**src/rtl/mem_stage_ctrl.sv**
```systemverilog
// LC-3b memory-stage controller: drives the data-memory handshake for loads/stores incl. indirect.
// Latency: 2 cycles accept->done for single accesses, 3 for indirect, plus memory wait cycles.
// Backpressure: mem_stall holds upstream stages while an access is in flight; waits on dmem_resp.
module mem_stage_ctrl (
    input  logic        clk,
    input  logic        reset,
    input  logic        ex_valid,
    input  logic [2:0]  mem_op,
    input  logic [15:0] mem_addr,
    input  logic [15:0] mem_wdata,
    output logic [15:0] dmem_address,
    output logic        dmem_read,
    output logic        dmem_write,
    output logic [1:0]  dmem_wmask,
    output logic [15:0] dmem_wdata,
    input  logic [15:0] dmem_rdata,
    input  logic        dmem_resp,
    output logic        mem_stall,
    output logic        mem_done,
    output logic [15:0] load_data
);

    localparam logic [2:0] OP_LDW = 3'd1;
    localparam logic [2:0] OP_STW = 3'd2;
    localparam logic [2:0] OP_LDB = 3'd3;
    localparam logic [2:0] OP_STB = 3'd4;
    localparam logic [2:0] OP_LDI = 3'd5;
    localparam logic [2:0] OP_STI = 3'd6;

    typedef enum logic [1:0] {
        IDLE = 2'd0,
        ACC1 = 2'd1,
        ACC2 = 2'd2,
        DONE = 2'd3
    } state_t;

    state_t      state, state_n;
    logic [2:0]  op_q, op_n;
    logic        addr_lsb_q, addr_lsb_n;   // byte lane select for LDB
    logic [15:0] wdata_q, wdata_n;         // store data kept for the STI second access

    logic [15:0] address_n;
    logic        read_n;
    logic        write_n;
    logic [1:0]  wmask_n;
    logic [15:0] dwdata_n;
    logic [15:0] load_n;
    logic        done_n;

    logic        accept;
    logic        is_indirect;
    logic [7:0]  byte_sel;

    assign accept      = ex_valid && (mem_op != 3'd0) && (mem_op != 3'd7);
    assign is_indirect = (op_q == OP_LDI) || (op_q == OP_STI);
    assign byte_sel    = addr_lsb_q ? dmem_rdata[15:8] : dmem_rdata[7:0];

    // Next-state logic plus next values of every registered output.
    always_comb begin
        state_n    = state;
        op_n       = op_q;
        addr_lsb_n = addr_lsb_q;
        wdata_n    = wdata_q;
        address_n  = dmem_address;
        read_n     = dmem_read;
        write_n    = dmem_write;
        wmask_n    = dmem_wmask;
        dwdata_n   = dmem_wdata;
        load_n     = load_data;
        done_n     = 1'b0;
        mem_stall  = 1'b0;

        case (state)
            IDLE: begin
                if (accept) begin
                    mem_stall  = 1'b1;
                    state_n    = ACC1;
                    op_n       = mem_op;
                    addr_lsb_n = mem_addr[0];
                    wdata_n    = mem_wdata;
                    // Word accesses force address bit 0 low; only byte ops use the full address.
                    address_n  = {mem_addr[15:1], 1'b0};
                    read_n     = 1'b0;
                    write_n    = 1'b0;
                    wmask_n    = 2'b00;
                    case (mem_op)
                        OP_STW: begin
                            write_n  = 1'b1;
                            wmask_n  = 2'b11;
                            dwdata_n = mem_wdata;
                        end
                        OP_LDB: begin
                            read_n    = 1'b1;
                            address_n = mem_addr;
                        end
                        OP_STB: begin
                            write_n   = 1'b1;
                            address_n = mem_addr;
                            wmask_n   = mem_addr[0] ? 2'b10 : 2'b01;
                            dwdata_n  = {mem_wdata[7:0], mem_wdata[7:0]};
                        end
                        default: begin
                            // LDW, and the pointer read of LDI/STI
                            read_n = 1'b1;
                        end
                    endcase
                end
            end

            ACC1: begin
                mem_stall = 1'b1;
                if (dmem_resp) begin
                    if (is_indirect) begin
                        // Pointer returned: the register now holds it as the next address.
                        state_n   = ACC2;
                        address_n = {dmem_rdata[15:1], 1'b0};
                        if (op_q == OP_STI) begin
                            read_n   = 1'b0;
                            write_n  = 1'b1;
                            wmask_n  = 2'b11;
                            dwdata_n = wdata_q;
                        end else begin
                            read_n  = 1'b1;
                            write_n = 1'b0;
                            wmask_n = 2'b00;
                        end
                    end else begin
                        state_n = DONE;
                        read_n  = 1'b0;
                        write_n = 1'b0;
                        wmask_n = 2'b00;
                        done_n  = 1'b1;
                        if (op_q == OP_LDW)
                            load_n = dmem_rdata;
                        else if (op_q == OP_LDB)
                            load_n = {{8{byte_sel[7]}}, byte_sel};
                    end
                end
            end

            ACC2: begin
                mem_stall = 1'b1;
                if (dmem_resp) begin
                    state_n = DONE;
                    read_n  = 1'b0;
                    write_n = 1'b0;
                    wmask_n = 2'b00;
                    done_n  = 1'b1;
                    if (op_q == OP_LDI)
                        load_n = dmem_rdata;
                end
            end

            default: begin
                // DONE: EX/MEM still holds the finished instruction, so inputs are ignored.
                state_n = IDLE;
            end
        endcase
    end

    // State and registered outputs, synchronous reset abandons any access in flight.
    always_ff @(posedge clk) begin
        if (reset) begin
            state        <= IDLE;
            op_q         <= 3'd0;
            addr_lsb_q   <= 1'b0;
            wdata_q      <= 16'h0000;
            dmem_address <= 16'h0000;
            dmem_read    <= 1'b0;
            dmem_write   <= 1'b0;
            dmem_wmask   <= 2'b00;
            dmem_wdata   <= 16'h0000;
            load_data    <= 16'h0000;
            mem_done     <= 1'b0;
        end else begin
            state        <= state_n;
            op_q         <= op_n;
            addr_lsb_q   <= addr_lsb_n;
            wdata_q      <= wdata_n;
            dmem_address <= address_n;
            dmem_read    <= read_n;
            dmem_write   <= write_n;
            dmem_wmask   <= wmask_n;
            dmem_wdata   <= dwdata_n;
            load_data    <= load_n;
            mem_done     <= done_n;
        end
    end

endmodule
```
**config.mk**
```make
export PLATFORM = sky130hd
export DESIGN_NAME = mem_stage_ctrl
export DESIGN_NICKNAME = d
export VERILOG_FILES = /design/src/rtl/mem_stage_ctrl.sv
export SDC_FILE = /design/constraint.sdc
export NUM_CORES = 1
export LEC_CHECK = 0
export CAP_MARGIN = 20
export CELL_PAD_IN_SITES_DETAIL_PLACEMENT = 0
export CELL_PAD_IN_SITES_GLOBAL_PLACEMENT = 1
export CORE_ASPECT_RATIO = 2
export CORE_MARGIN = 1.5
export CORE_UTILIZATION = 25
export CTS_CLUSTER_DIAMETER = 80
export DETAILED_ROUTE_END_ITERATION = 8
export DONT_BUFFER_PORTS = 1
export GPL_ROUTABILITY_DRIVEN = 0
export PLACE_DENSITY_LB_ADDON = 0.1
export SKIP_LAST_GASP = 1
export SYNTH_ARGS = -nofsm -noshare
export SYNTH_HDL_FRONTEND = slang
export SYNTH_SLANG_ARGS = --single-unit
```
**constraint.sdc**
```tcl
create_clock -name clk -period 4.9 [get_ports clk]
set_input_delay 0.49 -clock clk [delete_from_list [all_inputs] [get_ports clk]]
set_output_delay 0.49 -clock clk [all_outputs]
set_load 0.01 [all_outputs]
```
Word-level counts from Yosys, hierarchy flattened
Cells that the tools add are included.
{"block": "op_classes", "n_eq_ne": 19, "mux": 51, "n_reduce_logical": 17}
{"operator": "16-bit two-way mux", "count": 13}
{"operator": "16-bit case mux with 2 select lines", "count": 4}
{"operator": "2-bit two-way mux", "count": 9}
{"operator": "1-bit two-way mux", "count": 17}
{"operator": "2-bit inequality test (second input constant)", "count": 7}
{"operator": "2-bit case mux with 3 select lines", "count": 2}
{"operator": "6-bit AND reduction", "count": 2}
{"operator": "3-bit by 2-bit == test with 1-bit output (second input constant)", "count": 3}
{"operator": "3-bit == test (second input constant)", "count": 3}
{"operator": "8-bit two-way mux", "count": 1}
{"operator": "4-bit AND reduction", "count": 2}
{"operator": "3-bit inequality test (second input constant)", "count": 2}
{"operator": "1-bit case mux with 3 select lines", "count": 2}
{"operator": "3-bit nonzero test", "count": 2}
{"operator": "2-bit OR reduction", "count": 3}
{"operator": "1-bit case mux with 2 select lines", "count": 2}
{"operator": "2-bit case mux with 2 select lines", "count": 1}
{"operator": "2-bit nonzero test", "count": 2}
{"operator": "3-bit by 1-bit == test with 1-bit output (second input constant)", "count": 1}
{"operator": "3-bit by 1-bit inequality test with 1-bit output (second input constant)", "count": 1}
{"operator": "3-bit AND reduction", "count": 1}
{"operator": "2-bit by 1-bit == test with 1-bit output (second input constant)", "count": 1}
{"operator": "2-bit == test (second input constant)", "count": 1}
{"operator": "1-bit logical AND", "count": 2}
{"operator": "3 further kinds", "count": 3}
{"block": "word_totals", "regBits": 75, "input_bits": 55, "out_inout_bits": 54, "wordCells": 98}

Logic depth before layout (Yosys ltp)
Gate-level depths: netlist (run 1).
{"block": "logic_depth", "word_depth": 6, "ltp_mapped": 10, "ltp_nobuf": 6}

Worst setup path after synthesis (run 1)
Ideal clock, no wire load.
{"block": "synth_timing", "kind": "input to output", "startpoint": "input port mem_op[1]", "endpoint": "output port mem_stall", "arrival_time_ns": 1.812, "t_required_ns": 4.410, "setup_slack_ns": 2.598, "stages": 6, "path_buffers": 3, "path_cell_list": "buf_4 -> and3_4 -> or4b_4 -> buf_6 -> buf_6 -> a21oi_1"}
{"block": "synth_via", "elab_chain_len": 5, "word_cells_on_any_way": 6, "classes_between": "eq/ne (1); mux (2); reduce/logical (3)"}
{"element": "start, declared", "line": "8", "rtl": "input logic [2:0] mem_op,"}
{"element": "3-bit nonzero test", "line": "54", "rtl": "assign accept = ex_valid && (mem_op != 3'd0) && (mem_op != 3'd7);"}
{"element": "1-bit logical AND", "line": "54"}
{"element": "1-bit logical AND *", "line": "54"}
{"element": "1-bit two-way mux *", "line": "75", "rtl": "if (accept) begin"}
{"element": "1-bit case mux with 2 select lines *", "line": "73", "rtl": "case (state)"}
{"element": "end, declared", "line": "18", "rtl": "output logic mem_stall,"}
Mark *: on every way between the ends. The rest lies on a longest branch, timed or not.

Worst setup path in the final report (run 1)
{"block": "layout_timing", "startpoint": "register state[1]", "endpoint": "register dmem_address[9]"}
{"block": "layout_via", "elab_chain_len": 3, "word_cells_on_any_way": 8, "classes_between": "eq/ne (4); mux (1); reduce/logical (3)"}
{"element": "start, declared", "line": "37", "rtl": "state_t state, state_n;"}
{"element": "start signal, assigned", "line": "176", "rtl": "state <= state_n;"}
{"element": "2-bit by 1-bit == test with 1-bit output / 2-bit logical NOT (equally long branches)", "line": "73"}
{"element": "2-bit inequality test (no source line) / 2-bit nonzero test (equally long branches)"}
{"element": "4-bit AND reduction (no source line)"}
{"element": "end signal, assigned", "line": "180", "rtl": "dmem_address <= address_n;"}
{"element": "end, declared", "line": "11", "rtl": "output logic [15:0] dmem_address,"}
Parallel ways exist; a longest one is shown, timed or not.
A chain may end at the register's enable or synchronous reset.

==> metrics.txt, run 1 <==
DRT antenna net count=0; Final setup viols=0; vias in the first global route=3029; Placeable Area=14820 sq um; synthesized area=3770 sq um; crit-path cells=inv_1 > ha_2 > and2_1 > a31o_1 > and2_1 > a211oi_1; sequential area share after synthesis=39.83%; cts hold-fix bufs=0; overflow left after global routing=0; H-tree levels=3; final slew viol count=0; postcts setup bufs=0; worst-skew pair later-pin latency=340 ps; Die Area=15870 sq um; FP Rows=63; Yosys warnings=0; Layout Skew=9.248 ps; root buffer cell=clkbuf_16; TNS Setup=0 ps; max-capacitance violation count=0; Slowest cell on crit path=and2_1; CTS max path bufs=2; Worst Tran Pin Value=912.1 ps; most frequent CP cell=and2_1; Num Clock Sinks=75; critical path's largest stage delay=710 ps; crit path DAT=3140 ps; sw power=1130 uW; drt pass-1 iters=4; initial core utilization=25.44%; final net count=441; total track usage=15.18%; global-route wire length before repair=18220 um; EDFF count, synth=0; P_leak=0.001512 uW; Via-to-Cell Ratio=5.003; internal power=1597 uW; Hold Path Class=in -> reg; Initial DRC Count=88; Netlist cell types=46; synthesis-stage register bit count=75; unrepaired setup endpoints after global routing=false; CTS clk-pin slew, worst paths=60 ps; power density cells=659.6 nW/um^2; combinational share of power=39.8%; Final Hold Vio Count=0; ys async rst share=0%; Sw Ratio=41.45%; VDD IR max=0.2086 mV; DRC Markers=0; number of gates resized after cts=0; final cycle utilization of the critical path=60.46%; CP Launch Type=flip-flop; wirelength, routed=11760 um; Final Critical Period=2962 ps; status=finished clean; boundary pin count=109; Synth Net Count=465; Clk pwr share=24.7%; I/O Buffers=0; largest net degree at the start of global routing=84; dpl hpwl=8604 um; Routed wire per std cell=20.24 um; CP Max Fanout=22; total power=2727 uW; die extent in y=176.7 um; vias=2907; initial antenna violation count=1; cts bufs inserted=9; worst rel slew slack=38.79%; ratio of cells with drive above 1 in the final layout=13.21%; Mapped Cells=405; Area Growth Syn to Fin=9.658%; Max Fclk=0.3376 GHz; primary flip-flop cell chosen by synthesis mapping=dfxtp_1; Setup CP Type=reg -> reg; CTS tree=done; Die W=89.83 um; Flop pwr share=35.5%; syn avg cell area=9.308 sq um; Worst Path Required=5070 ps; Crit. End Element=flip-flop; Inserted Diodes=0
## kinds of logic (layout without fill, tap and decap cells)
| logic type | after synthesis | in the layout | synth area share (%) |
|---|---|---|---|
| compound gates | 101 | 101 | 18.65 |
| xor+xnor | 2 | 2 | 0.4647 |
| fa+ha+maj | 5 | 5 | 1.659 |
| buf+inv | 53 | 34 | 7.136 |
| flops | 75 | 75 | 39.83 |
| mux | 67 | 67 | 18.32 |
| simple gates | 102 | 102 | 13.94 |
## worst max-delay path: cells and delay by family (launching register included)
family,cells,cell delay [ps]
flip-flops,1,340
AND/OR/NAND/NOR,2,990
adder cells (fa/ha/maj),1,590
AO/OA/AOI/OAI,2,770
buffers and inverters,1,90
## final cells by class
| type | count | area, sq um |
|---|---|---|
| fill | 1659 | 10690 |
| multi-input combinational | 277 | 2011 |
| sequential | 75 | 1501 |
| tap | 195 | 244.0 |
| clock buffer | 9 | 225.2 |
| clock inverter | 7 | 77.57 |
| inverter | 16 | 60.06 |
| timing repair buffer | 2 | 15.01 |
## power groups by stage
stage          registers [uW]  clock network (uW)  logic [uW]
2_1_floorplan             932                   0         940
4_1_cts                   975                 708        1110
5_1_grt                   995                 727        1200
3_5_place_dp              987                   0        1100
3_3_place_gp              988                   0        1090
6_report                  968                 675        1080
## stage by stage
| step | utilization [%] | hold slack (ps) | cell area [sq um] | setup slack (ps) | instances |
|---|---|---|---|---|---|
| floorplan | - | 457.6 | 3770 | 2598 | 405 |
| global placement | 25.85 | 470.3 | 3831 | 1961 | 565 |
| detailed placement | 25.85 | 482.3 | 3831 | 1867 | 565 |
| CTS | 27.90 | 196.8 | 4134 | 1855 | 581 |
| global route | 27.90 | 210.7 | 4134 | 1690 | 581 |
| finish | 27.90 | 220.6 | 4134 | 1938 | 581 |
## Yosys cell counts (2+ instances only)
library cell / number / area [sq um]
mux2_2: 16 / 180.2
buf_4: 4 / 30.03
a21oi_1: 30 / 150.1
o21a_1: 2 / 15.01
nand2_1: 12 / 45.04
inv_1: 16 / 60.06
o21ai_0: 6 / 30.03
ha_1: 5 / 62.56
o21ai_1: 10 / 50.05
nand3_1: 3 / 15.01
a221oi_1: 3 / 26.28
o211a_1: 2 / 20.02
buf_1: 2 / 7.510
nor3_1: 11 / 55.05
and2_1: 2 / 12.51
a211oi_1: 22 / 165.2
mux2i_1: 51 / 510.5
buf_2: 12 / 60.06
a31oi_1: 9 / 56.30
a211oi_2: 10 / 125.1
clkbuf_1: 12 / 45.04
dfxtp_1: 75 / 1501
nor3b_1: 3 / 22.52
nor2b_1: 3 / 18.77
nor2_1: 39 / 146.4
buf_6: 5 / 56.30
clkbuf_2: 2 / 10.01
nand2b_1: 13 / 81.33
nor4_1: 8 / 50.05
## per-layer routing
metal	track usage, %	up-vias	part of all wire (%)
li1	-	1408	-
met1	13.85	1392	34
met2	29.93	94	56
met3	5.026	13	7.5
met4	6.548	0	1.9
met5	0	-	0
## path summary, 6_finish.rpt
check                  start         endpoint  slack [ps]  cells past startpoint
setup / recovery    state[1]  dmem_address[9]        1940                      6
hold / removal         reset      wdata_q[13]         220                      1
setup reg to reg    state[1]  dmem_address[9]        1940                      6
hold reg to reg   wdata_q[6]       wdata_q[6]         490                      2
## registers in the layout, summed over array words and instances, names as in the netlist
signal        count
load_data        16
dmem_address     16
dmem_read         1
dmem_wdata       16
op_q              3
wdata_q          16
dmem_wmask        2
mem_done          1
dmem_write        1
addr_lsb_q        1
state             2
## placed cells by master (no fill, tap or decap), types with 4 or more instances in the layout
cell type  netlist  final
mux2_2          16     16
nor4_1           8      8
clkbuf_16        0      9
a211oi_1        22     22
inv_1           16     16
mux2i_1         51     51
nand2_1         12     12
nor2_1          39     39
a211oi_2        10     10
a31oi_1          9      9
o21ai_1         10     10
nand2b_1        13     13
a21oi_1         30     30
nor3_1          11     11
dfxtp_1         75     75
o21ai_0          6      6
ha_1             5      4
No activity file was read; power rests on OpenSTA's default activity.
==> run 2, diff against run 1 <==
- clock period: 4.9 -> 2.9 ns (I/O delays scaled with it)
==> metrics.txt, run 2 (synthesis results as in run 1) <==
Crit. End Element=output port (was flip-flop); I/O Buffers=0 (unchanged); Clk pwr share=26.3% (was 24.7%); Flop pwr share=34.1% (was 35.5%); Hold Path Class=in -> reg (unchanged); P_leak=0.001559 uW (was 0.001512 uW); power density cells=1134 nW/um^2 (was 659.6 nW/um^2); Die Area=15870 sq um (unchanged); crit path DAT=2200 ps (was 3140 ps); most frequent cells in the layout=75 x dfxtp_1, 51 x mux2i_1, 39 x nor2_1 (unchanged); worst rel slew slack=53.04% (was 38.79%); combinational share of power=39.6% (was 39.8%); Bufs and invs on worst path=1 (unchanged); DRC Markers=0 (unchanged); drt pass-1 iters=4 (unchanged); crit-path leading delay family=simple AND/OR/NAND/NOR gates (unchanged); VDD IR max=0.4324 mV (was 0.2086 mV); overflow left after global routing=0 (unchanged); Worst Tran Pin Value=699.7 ps (was 912.1 ps); Slowest cell on crit path=or4b_4 (was and2_1); Num Clock Sinks=75 (unchanged); vias in the first global route=3002 (was 3029); Max Fclk=0.4016 GHz; Final setup viols=0 (unchanged); internal power=2891 uW (was 1597 uW); die extent in y=176.7 um (unchanged); Core Util, Final=28.51% (was 27.90%); CP Max Fanout=21 (was 22); Routed wire per std cell=19.95 um (was 20.24 um); DRT antenna net count=0 (unchanged); CTS max path bufs=2 (unchanged); wirelength, routed=11750 um (was 11760 um); cts bufs inserted=9 (unchanged); unrepaired setup endpoints after global routing=false (unchanged); Hold Crit Start=reset (unchanged); most common cell after layout, fill and taps aside=dfxtp_1 (unchanged); CTS clk-pin slew, worst paths=70 ps (was 60 ps); CTS tree=done (unchanged); FF-to-FF setup slack=820 ps (was 1940 ps); Worst Path Required=2610 ps (was 5070 ps); global-route wire length before repair=18300 um (was 18220 um); max-capacitance violation count=0 (unchanged); Critical path origin=state[0] (was state[1]); CP Launch Type=flip-flop (unchanged); vias=2856 (was 2907); Setup CP Type=reg -> out (was reg -> reg); Placeable Area=14820 sq um (unchanged); status=finished clean (unchanged); TNS Setup=0 ps (unchanged); boundary pin count=109 (unchanged); Area Growth Syn to Fin=12.08% (was 9.658%); H-tree levels=3 (unchanged); Initial DRC Count=56 (was 88); final slew viol count=0 (unchanged); Sw Ratio=39.68% (was 41.45%); final cycle utilization of the critical path=85.87%; FP Rows=63 (unchanged); initial core utilization=25.44% (unchanged); final net count=448 (was 441); sw power=1902 uW (was 1130 uW); largest net degree at the start of global routing=79 (was 84); Final Critical Period=2490 ps; dpl hpwl=8604 um (about the same); root buffer cell=clkbuf_16 (unchanged); worst-skew pair later-pin latency=340 ps (about the same); reg2reg start=state[1] (unchanged); Via-to-Cell Ratio=4.849 (was 5.003); crit-path cells=inv_1 > ha_1 > or4b_4 > a21oi_1 (was inv_1 > ha_2 > and2_1 > a31o_1 > and2_1 > a211oi_1); Final Hold Vio Count=0 (unchanged); Layout Skew=8.943 ps (was 9.248 ps); ratio of cells with drive above 1 in the final layout=14.50% (was 13.21%); initial antenna violation count=0 (was 1); total track usage=15.28% (was 15.18%); critical path's largest stage delay=730 ps (was 710 ps); Die W=89.83 um (unchanged)
-- run 2: final cells by class --
| class | instances | area, sq um |
|---|---|---|
| Fill cell | 1659 | 10590 |
| Multi-Input combinational cell | 277 | 2011 |
| Antenna cell | 1 | 2.502 |
| Clock buffer | 11 | 252.7 |
| Timing Repair Buffer | 9 | 70.07 |
| Inverter | 16 | 60.06 |
| Sequential cell | 75 | 1501 |
| Clock inverter | 5 | 83.83 |
| Tap cell | 195 | 244.0 |
-- run 2: power by group through the flow --
stage / clock network (uW) / logic [uW] / registers [uW]
after floorplan: 0 / 1590 / 1570
after global placement: 0 / 1910 / 1660
after global routing: 1350 / 2130 / 1670
final: 1260 / 1900 / 1630
after CTS: 1310 / 1950 / 1640
after detailed placement: 0 / 1940 / 1670
-- run 2: metrics by stage --
step | hold slack (ps) | power, uW | setup slack [ps] | cell area (sq um) | cells
6_report | 22.23 | 4793 | 409.9 | 4225 | 589
5_1_grt | 4.121 | 5152 | 256.1 | 4223 | 588
4_1_cts | 2.771 | 4902 | 357.5 | 4223 | 588
3_5_place_dp | 365.6 | 3609 | 725.1 | 3876 | 571
3_3_place_gp | 374.7 | 3577 | 751.7 | 3876 | 571
2_1_floorplan | 417.2 | 3163 | 868.9 | 3770 | 405
-- run 2: routing by layer --
layer | track usage, % | share of wire [%] | vias to the layer above
li1 | - | - | 1417
met1 | 14.86 | 36 | 1327
met2 | 29.20 | 55 | 94
met3 | 5.026 | 6.8 | 18
met4 | 6.283 | 2.1 | 0
met5 | 0 | 0 | -
-- run 2: repair_timing --
| action | 4_1_cts | 5_1_grt |
|---|---|---|
| resized for setup | 0 | 0 |
| hold endpoints to repair | 6 | 0 |
| hold buffers | 1 | 0 |
| setup buffers | 0 | 0 |
-- run 2: path summary, 6_finish.rpt --
path | depth (start not counted) | end
worst min register to register | 2 | wdata_q[2]
worst min-delay path | 1 | load_data[6]
worst max register to register | 6 | dmem_wdata[12]
worst max-delay path | 4 | mem_stall
==> run 3, diff against run 2 <==
--- a/config.mk
+++ b/config.mk
@@ -7,2 +7,3 @@
 export LEC_CHECK = 0
+export ABC_AREA = 1
 export CAP_MARGIN = 20
==> constraint.sdc (replaced) <==
create_clock -name clk -period 2.9 [get_ports clk]
set_input_delay 0.435 -clock clk [delete_from_list [all_inputs] [get_ports clk]]
set_output_delay 0.435 -clock clk [all_outputs]
set_load 0.01 [all_outputs]
==> metrics.txt, run 3 <==
status=finished clean (unchanged); TNS Setup=0 ps (unchanged); crit-path cells=inv_1 > ha_1 > inv_1 > nor2_1 > inv_1 > a21oi_1 > buf_4 (was inv_1 > ha_1 > or4b_4 > a21oi_1); Sw Ratio=44.02% (was 39.68%); Die W=91.84 um (was 89.83 um); Layout Skew=7.307 ps (was 8.943 ps); worst-skew pair later-pin latency=340 ps (about the same); sequential area share after synthesis=38.05% (was 39.83%); Critical path origin=state[0] (unchanged); ys async rst share=0% (unchanged); crit-path leading delay family=buffers and inverters (was simple AND/OR/NAND/NOR gates); FP Rows=64 (was 63); total track usage=16.21% (was 15.28%); Yosys warnings=0 (unchanged); DRC Markers=0 (unchanged); Slowest cell on crit path=dfxtp_1 (was or4b_4); final cycle utilization of the critical path=75.76% (was 85.87%); Mapped Cells=577 (was 405); number of gates resized after cts=0 (unchanged); syn avg cell area=6.839 sq um (was 9.308 sq um); CTS max path bufs=2 (unchanged); Clk pwr share=23.2% (was 26.3%); pre-CTS setup slack=681.5 ps (was 725.1 ps); total power=4979 uW (was 4793 uW); Max Fclk=0.4552 GHz (was 0.4016 GHz); Final Critical Period=2197 ps (was 2490 ps); Area Growth Syn to Fin=11.51% (was 12.08%); Worst Tran Pin Value=622.9 ps (was 699.7 ps); CTS tree=done (unchanged); CTS clk-pin slew, worst paths=60 ps (was 70 ps); CP Launch Type=flip-flop (unchanged); cts bufs inserted=9 (unchanged); most common cell after layout, fill and taps aside=nor2_1 (was dfxtp_1); largest net degree at the start of global routing=36 (was 79); Die Area=16590 sq um (was 15870 sq um); internal power=2787 uW (was 2891 uW); power density cells=1131 nW/um^2 (was 1134 nW/um^2); ratio of cells with drive above 1 in the final layout=9.930% (was 14.50%); final net count=629 (was 448); primary flip-flop cell chosen by synthesis mapping=dfxtp_1 (unchanged); multi-input logic area=1998 sq um (was 2011 sq um); Placeable Area=15370 sq um (was 14820 sq um); Final Hold Vio Count=0 (unchanged); critical path's largest stage delay=350 ps (was 730 ps); vias=3506 (was 2856); cts hold-fix bufs=0 (was 1); VDD IR max=0.3270 mV (was 0.4324 mV); Hold Path Class=in -> reg (unchanged); worst hold slack=228.9 ps (was 22.23 ps); CP Max Fanout=4 (was 21); EDFF count, synth=0 (unchanged); leading post-synthesis cells by cell area=dfxtp_1 38%, nor2_1 12%, nand2_1 9.8% (was dfxtp_1 40%, mux2i_1 14%, mux2_2 4.8%); Bufs and invs on worst path=4 (was 1); synthesis-stage register bit count=75 (unchanged); P_leak=0.002047 uW (was 0.001559 uW); leading area contributor after synthesis=dfxtp_1 (unchanged); most frequent cells in the layout=124 x nor2_1, 103 x nand2_1, 75 x dfxtp_1 (was 75 x dfxtp_1, 51 x mux2i_1, 39 x nor2_1); H-tree levels=3 (unchanged); Inserted Diodes=0 (was 1); die extent in y=180.7 um (was 176.7 um); Num Clock Sinks=75 (unchanged); fillers=1737 (was 1659); worst rel slew slack=58.41% (was 53.04%); unrepaired setup endpoints after global routing=false (unchanged); initial antenna violation count=0 (unchanged); max-capacitance violation count=0 (unchanged); combinational share of power=40.7% (was 39.6%); Commonest cells post-synth=124 x nor2_1, 103 x nand2_1, 75 x dfxtp_1 (was 75 x dfxtp_1, 51 x mux2i_1, 39 x nor2_1); Seq. cell area=1501 sq um (unchanged); final setup margin=702.9 ps (was 409.9 ps); DRT antenna net count=0 (unchanged); overflow left after global routing=0 (unchanged); top-count cell post-synth=nor2_1 (was dfxtp_1); postcts setup bufs=0 (unchanged); synthesized area=3946 sq um (was 3770 sq um); root buffer cell=clkbuf_16 (unchanged); Initial DRC Count=87 (was 56); Setup CP Type=reg -> out (unchanged); Yosys top cell area share=38.05% (was 39.83%); drt pass-1 iters=4 (unchanged); most frequent CP cell=inv_1; Final setup viols=0 (unchanged); I/O Buffers=0 (unchanged); reg2reg start=state[0] (was state[1]); initial core utilization=25.67% (was 25.44%); global-route wire length before repair=19930 um (was 18300 um); crit path DAT=1760 ps (was 2200 ps); Crit. End Element=output port (unchanged); Hold Crit Start=mem_wdata[6] (was reset); dpl hpwl=9967 um (was 8604 um); Via-to-Cell Ratio=4.541 (was 4.849); final slew viol count=0 (unchanged); Flop pwr share=36.1% (was 34.1%); Routed wire per std cell=16.74 um (was 19.95 um); boundary pin count=109 (unchanged); sw power=2192 uW (was 1902 uW); Worst Path Required=2470 ps (was 2610 ps); wirelength, routed=12920 um (was 11750 um); Netlist cell types=27 (was 46); Synth Net Count=637 (was 465); vias in the first global route=3481 (was 3002)
==> run 3: power by group through the flow <==
stage	clock, uW	sequential, uW	combinational, uW
floorplan	0	1740	1660
global placement	0	1840	2060
detailed placement	0	1830	2080
CTS	1210	1810	2090
global route	1240	1850	2340
finish	1160	1800	2020
==> run 3: per-stage QoR <==
stage	area (sq um)	util, %	std cells
after floorplan	3946	-	577
after global routing	4400	28.62	772
final	4400	28.62	772
after CTS	4400	28.62	772
after global placement	4104	26.69	756
after detailed placement	4104	26.69	756
==> run 3: final timing paths <==
path / end / slack, ps / cells after the start
max: mem_stall / 700 / 7
min reg2reg: wdata_q[15] / 450 / 2
min: wdata_q[6] / 230 / 2
max reg2reg: load_data[3] / 720 / 10
==> run 3: area by class of cell <==
cell class | count | area share (%)
flip-flops and latches | 75 | 34.12
clock inverters | 4 | 1.137
repair buffers | 12 | 2.047
clock buffers | 12 | 5.601
well taps | 198 | 5.630
inverters | 71 | 6.056
multi-input cells | 400 | 45.41
==> run 3: logic make-up (layout without fill, tap and decap cells) <==
kind of cell	count (synthesis)	after routing	synth area share (%)
compound gates	61	61	7.800
flops	75	75	38.05
fa+ha+maj	5	5	1.585
mux	23	23	5.834
buf+inv	102	99	11.48
simple gates	311	311	35.26
==> run 3: metal layers <==
layer,vias up,GRT usage [%],wire [um]
li1,1780,-,-
met1,1598,15.44,4522
met2,106,30.31,7156
met3,22,4.726,786
met4,0,8.738,454
met5,-,0,0
==> RTL edit 1 (settings of run 3) <==
`wdata_q` no longer has a reset.
--- a/src/rtl/mem_stage_ctrl.sv
+++ b/src/rtl/mem_stage_ctrl.sv
@@ -164,7 +164,6 @@
             state        <= IDLE;
             op_q         <= 3'd0;
             addr_lsb_q   <= 1'b0;
-            wdata_q      <= 16'h0000;
             dmem_address <= 16'h0000;
             dmem_read    <= 1'b0;
             dmem_write   <= 1'b0;
@@ -176,7 +175,6 @@
             state        <= state_n;
             op_q         <= op_n;
             addr_lsb_q   <= addr_lsb_n;
-            wdata_q      <= wdata_n;
             dmem_address <= address_n;
             dmem_read    <= read_n;
             dmem_write   <= write_n;
@@ -187,4 +185,8 @@
         end
     end
 
+    always_ff @(posedge clk) begin
+        wdata_q <= wdata_n;
+    end
+
 endmodule
Function: same outputs for any inputs over 4 cycles, from zero or initial values and one cycle with reset high; that may be too few to reach the edited logic, so the function may still have changed.
==> RTL edit 1 against run 3 <==
Setup slack worse by 0.012 ns; final area is 2.6% lower; routed wire length down 6.8%; sequential cell count stayed put; synthesized area decreased by 4.2%; power decreased by 3.3%; die area is 4.1% lower; combinational power down 11%; largest cell class unchanged.
==> RTL edit 1: results (changes against run 3) <==
| Metric | Value |
|---|---|
| Max-Slew Margin vs Limit | `0.4333 (-0.1509)` |
| GRT Util Overall | `0.1548 (-0.007270)` |
| Clock Skews | `0.005811 ns (-0.001496 ns)` |
| CP max FO | `5 (+1)` |
| Top cells by count, synth | `nor2_1, nand2_1, inv_1` |
| Number of global-route vias before repair | `3149 (-9.5%)` |
| Clock Path Buffers | `2 (unchanged)` |
| Final WL | `12050 um (-6.8%)` |
| Lkg Pwr | `1.957 nW (-4.4%)` |
| Initial DRC count | `108 (+24%)` |
| Number of diodes | `0 (unchanged)` |
| Hold Path Class | `in -> reg` |
| Synth area leaders | `dfxtp_1, edfxtp_1, nor2_1` |
| Largest net degree at the start of global routing | `29 (-19%)` |
| Setup WS pre-CTS | `0.6862 ns (+0.004751 ns)` |
| Synth unique cells | `25 (-7.4%)` |
| Post-DP HPWL | `9008 um (-9.6%)` |
| Critical Path Start | `state[0]` |
| Largest stage delay, worst path | `0.34 ns` |
| Layout cells sized above 1 | `0.09213 (-0.007173)` |
| Post-synthesis sequential area ratio | `0.4396 (+0.05912)` |
| IO buf count | `0 (unchanged)` |
| Launching point of the worst reg2reg path | `state[1]` |
| Tmin final | `2.209 ns (+0.01189 ns)` |
| Async S/R FF share, synth | `0 (unchanged)` |
| Critical Path Slowest Stage Cell | `dfxtp_1` |
| First-pass GRT wire length | `18370 um (-7.9%)` |
| Worst R2R End | `load_data[9]` |
| Vias/cell | `4.372 (-3.7%)` |
| Number of flops mapped to enable cells by yosys | `16 (+16)` |
| Fillers | `1711 (-1.5%)` |
| Fin nets | `576 (-8.4%)` |
| NetSw | `0.002000 W (-8.8%)` |
| Flop-to-flop setup slack | `0.70 ns (-0.02 ns)` |
| Status | `finished, final reports clean` |
| Peak VDD IR | `0.3830 mV (+17%)` |
-- RTL edit 1: cell types whose count changed after synthesis, sizes merged, moves of 8 or more --
cell / change
nor2: -19
o21ai: -18
dfxtp: -16
edfxtp: +16
nand2: -8
or2: +8
-- RTL edit 1: metrics by stage --
step | cell area, sq um | cells
3_5_place_dp | 3964 | 700
2_1_floorplan | 3780 | 521
5_1_grt | 4287 | 716
6_report | 4287 | 716
3_3_place_gp | 3964 | 700
4_1_cts | 4287 | 716
-- RTL edit 1: worst min-delay path by stage --
stage	startpoint	endpoint	slack [ns]	cells after the start
6_report	mem_wdata[14]	wdata_q[14]	0.18	0
5_1_grt	mem_wdata[8]	wdata_q[8]	0.17	0
4_1_cts	mem_wdata[8]	wdata_q[8]	0.17	0
3_5_place_dp	op_q[0]	op_q[0]	0.52	2
3_3_place_gp	dmem_wdata[9]	dmem_wdata[9]	0.52	2
2_1_floorplan	op_q[0]	op_q[0]	0.47	2
-- RTL edit 1: logic make-up (layout without fill, tap and decap cells) --
kind of cell | Yosys count | count (layout) | share of synthesized area
buffers and inverters | 88 | 88 | 0.09600
AO/OA/AOI/OAI | 36 | 36 | 0.04965
flip-flops | 75 | 75 | 0.4396
multiplexers | 23 | 23 | 0.06091
adder cells (fa/ha/maj) | 5 | 5 | 0.01655
AND/OR/NAND/NOR | 294 | 294 | 0.3373
-- RTL edit 1: power by group through the flow --
stage / Combinational, W / Sequential (W) / Clock, W
after detailed placement: 0.00183 / 0.00184 / 0
after floorplan: 0.00146 / 0.00176 / 0
final: 0.00179 / 0.00180 / 0.00122
after global placement: 0.00182 / 0.00184 / 0
after CTS: 0.00184 / 0.00182 / 0.00127
after global routing: 0.00208 / 0.00185 / 0.00130
-- RTL edit 1: routing by layer --
layer  vias to the layer above  global-route usage  wire, um
met5                         -                   0         0
met4                         0             0.06944       251
met3                        12             0.04940       821
met2                        81              0.2859      6444
met1                      1422              0.1576      4529
li1                       1615                   -         -
-- RTL edit 1: worst register-to-register path, cell delays in order, from the launching register on --
cell and delay (ns):
dfxtp_1 0.35, inv_1 0.09, ha_2 0.39, inv_2 0.23
nand2_1 0.14, nand3_1 0.09, a21oi_2 0.10, buf_4 0.25
nand2_1 0.23, nor2_1 0.15, nor2_1 0.06
-- RTL edit 1: cell type report --
cell class / count / share of cell area
multi-input combinational: 358 / 0.4101
inverter: 64 / 0.05604
clock buffer: 13 / 0.06567
clock inverter: 3 / 0.009632
tap: 195 / 0.05692
sequential: 75 / 0.3876
timing repair buffer: 8 / 0.01401
==> RTL edit 2 (flow settings as in run 3) <==
Without the edit above. Re-encode `state_t` (4 states) as Gray code, 2 bits wide.
--- a/src/rtl/mem_stage_ctrl.sv
+++ b/src/rtl/mem_stage_ctrl.sv
@@ -28,10 +28,10 @@
     localparam logic [2:0] OP_STI = 3'd6;
 
     typedef enum logic [1:0] {
-        IDLE = 2'd0,
-        ACC1 = 2'd1,
-        ACC2 = 2'd2,
-        DONE = 2'd3
+        IDLE = 2'b00,
+        ACC1 = 2'b01,
+        ACC2 = 2'b11,
+        DONE = 2'b10
     } state_t;
 
     state_t      state, state_n;
Check against the original RTL: same outputs for any inputs over 4 cycles, from zero or initial values and one cycle with reset high; so few cycles prove little.
==> RTL edit 2 against run 3 <==
Routed wire length decreased by 0.36%; maximum frequency increased by 8.5%; final cell count increased by 0.91%; first-iteration DRC count increased by 5.7%; synthesized area decreased by 4.3%; setup slack improved by 0.17 ns; sequential cell count unchanged; die area decreased by 4.2%; final area decreased by 4.3%; largest cell class unchanged; highest routed layer unchanged.
Power is not compared: it rests on default switching activity, and its combinational part moved more than twofold at a synthesized area within 25%.
==> RTL edit 2: results (changes against run 3) <==
| Metric | Value |
|---|---|
| Number of H-tree levels | `3 (unchanged)` |
| Flop-to-flop setup slack | `0.99 ns (+0.27 ns)` |
| Synth Flop Type | `dfxtp_1` |
| Vias/cell | `4.510 (-0.70%)` |
| Post-synthesis sequential area ratio | `0.3976 (+0.01715)` |
| Hold Path Class | `in -> reg` |
| Peak VDD IR | `0.2718 mV` |
| NetSw | `0.0009054 W` |
| Lkg Pwr | `2.011 nW` |
| First-pass GRT wire length | `19970 um (+0.17%)` |
| Setup WS pre-CTS | `0.9582 ns (+0.2767 ns)` |
| Number of diodes | `0 (unchanged)` |
| Final Hold Viols | `0 (unchanged)` |
| Synth area leaders | `dfxtp_1, nand2_1, o21ai_0` |
| Post-DP HPWL | `9749 um (-2.2%)` |
| Layout cells sized above 1 | `0.06507 (-0.03423)` |
| Initial DRC count | `92 (+5.7%)` |
| Reg2Reg Depth | `7 (-3)` |
| Post-CTS setup buffers | `0 (unchanged)` |
| Initial antenna violation count | `0 (unchanged)` |
| Clk root buf | `clkbuf_16` |
| Async S/R FF share, synth | `0 (unchanged)` |
| Largest net degree at the start of global routing | `42 (+17%)` |
| Number of global-route vias before repair | `3473 (-0.23%)` |
| Synth Warn # | `0 (unchanged)` |
| CP max FO | `41 (+37)` |
| Max-Slew Margin vs Limit | `0.5482 (-0.03596)` |
| GRT Util Overall | `0.1668 (+0.004675)` |
| Status | `finished, final reports clean` |
| Clock Path Buffers | `2 (unchanged)` |
| Fin nets | `634 (+0.79%)` |
| Clock Skews | `0.006341 ns (-0.0009667 ns)` |
| Worst skew pair latency | `0.33 ns` |
| CTS buffer count | `9 (unchanged)` |
| DR pass1 iterations | `4 (unchanged)` |
| Synth unique cells | `25 (-7.4%)` |
| Worst Setup Slack, final | `0.8747 ns (+0.1717 ns)` |
| Routed wire length per instance | `16.53 um (-1.3%)` |
| Hold path cells | `1 (-1)` |
| Syn nets | `647 (+1.6%)` |
| Cts repair resizes | `0 (unchanged)` |
| CTS clock-pin slew for the worst setup and hold paths | `0.06 ns (about the same)` |
| Top cells by count, synth | `nand2_1, inv_1, nor2_1` |
| IO buf count | `0 (unchanged)` |
| Fillers | `1760 (+1.3%)` |
==> RTL edit 2: cell count changes in the layout (fill, tap and decap cells not counted), moves of 5 or more <==
cell | before | now
nor2_1 | 124 | 85
o21ai_0 | 35 | 72
nand2_1 | 103 | 133
mux2i_1 | 23 | 0
inv_1 | 69 | 90
nand4_1 | 0 | 16
nand3_1 | 56 | 44
nand2_2 | 14 | 4
a21oi_1 | 18 | 26
o21ai_1 | 6 | 0
buf_4 | 12 | 7
==> RTL edit 2: metal layers <==
layer,global-route usage,share of wire,up-vias
li1,-,-,1814
met2,0.3406,0.57,90
met5,0,0,-
met3,0.04811,0.062,15
met1,0.1482,0.34,1594
met4,0.06878,0.025,0
==> RTL edit 2: layout make-up <==
type | count | area, sq um | area share
multi-input cells | 390 | 1755 | 0.4169
flip-flops and latches | 75 | 1501 | 0.3566
inverters | 96 | 362.8 | 0.08618
well taps | 195 | 244.0 | 0.05795
clock buffers | 9 | 225.2 | 0.05349
clock inverters | 7 | 68.82 | 0.01634
repair buffers | 7 | 52.55 | 0.01248
==> RTL edit 2: logic make-up (layout without fill, tap and decap cells) <==
group                  after synthesis  in the layout  synth area share
flip-flops                          75             75            0.3976
buffers and inverters              127            119            0.1375
AO/OA/AOI/OAI                       98             98            0.1299
AND/OR/NAND/NOR                    292            292            0.3350
==> RTL edit 2: final timing paths <==
kind | from | to
max reg2reg | state[0] | dmem_address[9]
max | state[0] | mem_stall
min | reset | mem_done
min reg2reg | wdata_q[3] | wdata_q[3]
==> RTL edit 2: critical path, stage by stage (launching register included) <==
cell	delay (ns)
dfxtp_1	0.45
nor2_1	0.14
nand4_2	0.13
buf_4	0.35
nand2_1	0.19
==> RTL edit 2: stage by stage <==
step                instances  hold slack (ns)  power (W)  cell area (sq um)  utilization
floorplan                 592           0.4245   0.001622               3776            -
global placement          763           0.4352   0.001743               3916       0.2643
detailed placement        763           0.4377   0.001747               3916       0.2643
CTS                       779           0.1460   0.002913               4210       0.2841
global route              779           0.1493   0.003029               4210       0.2841
finish                    779           0.1619   0.002847               4210       0.2841
==> RTL edit 2: power groups by stage <==
stage                     Combinational [W]  Clock (W)  Sequential, W
final                              0.000501    0.00114        0.00121
after global routing               0.000588    0.00122        0.00122
after CTS                          0.000514    0.00119        0.00121
after detailed placement           0.000511          0        0.00124
after global placement             0.000509          0        0.00123
after floorplan                    0.000408          0        0.00121
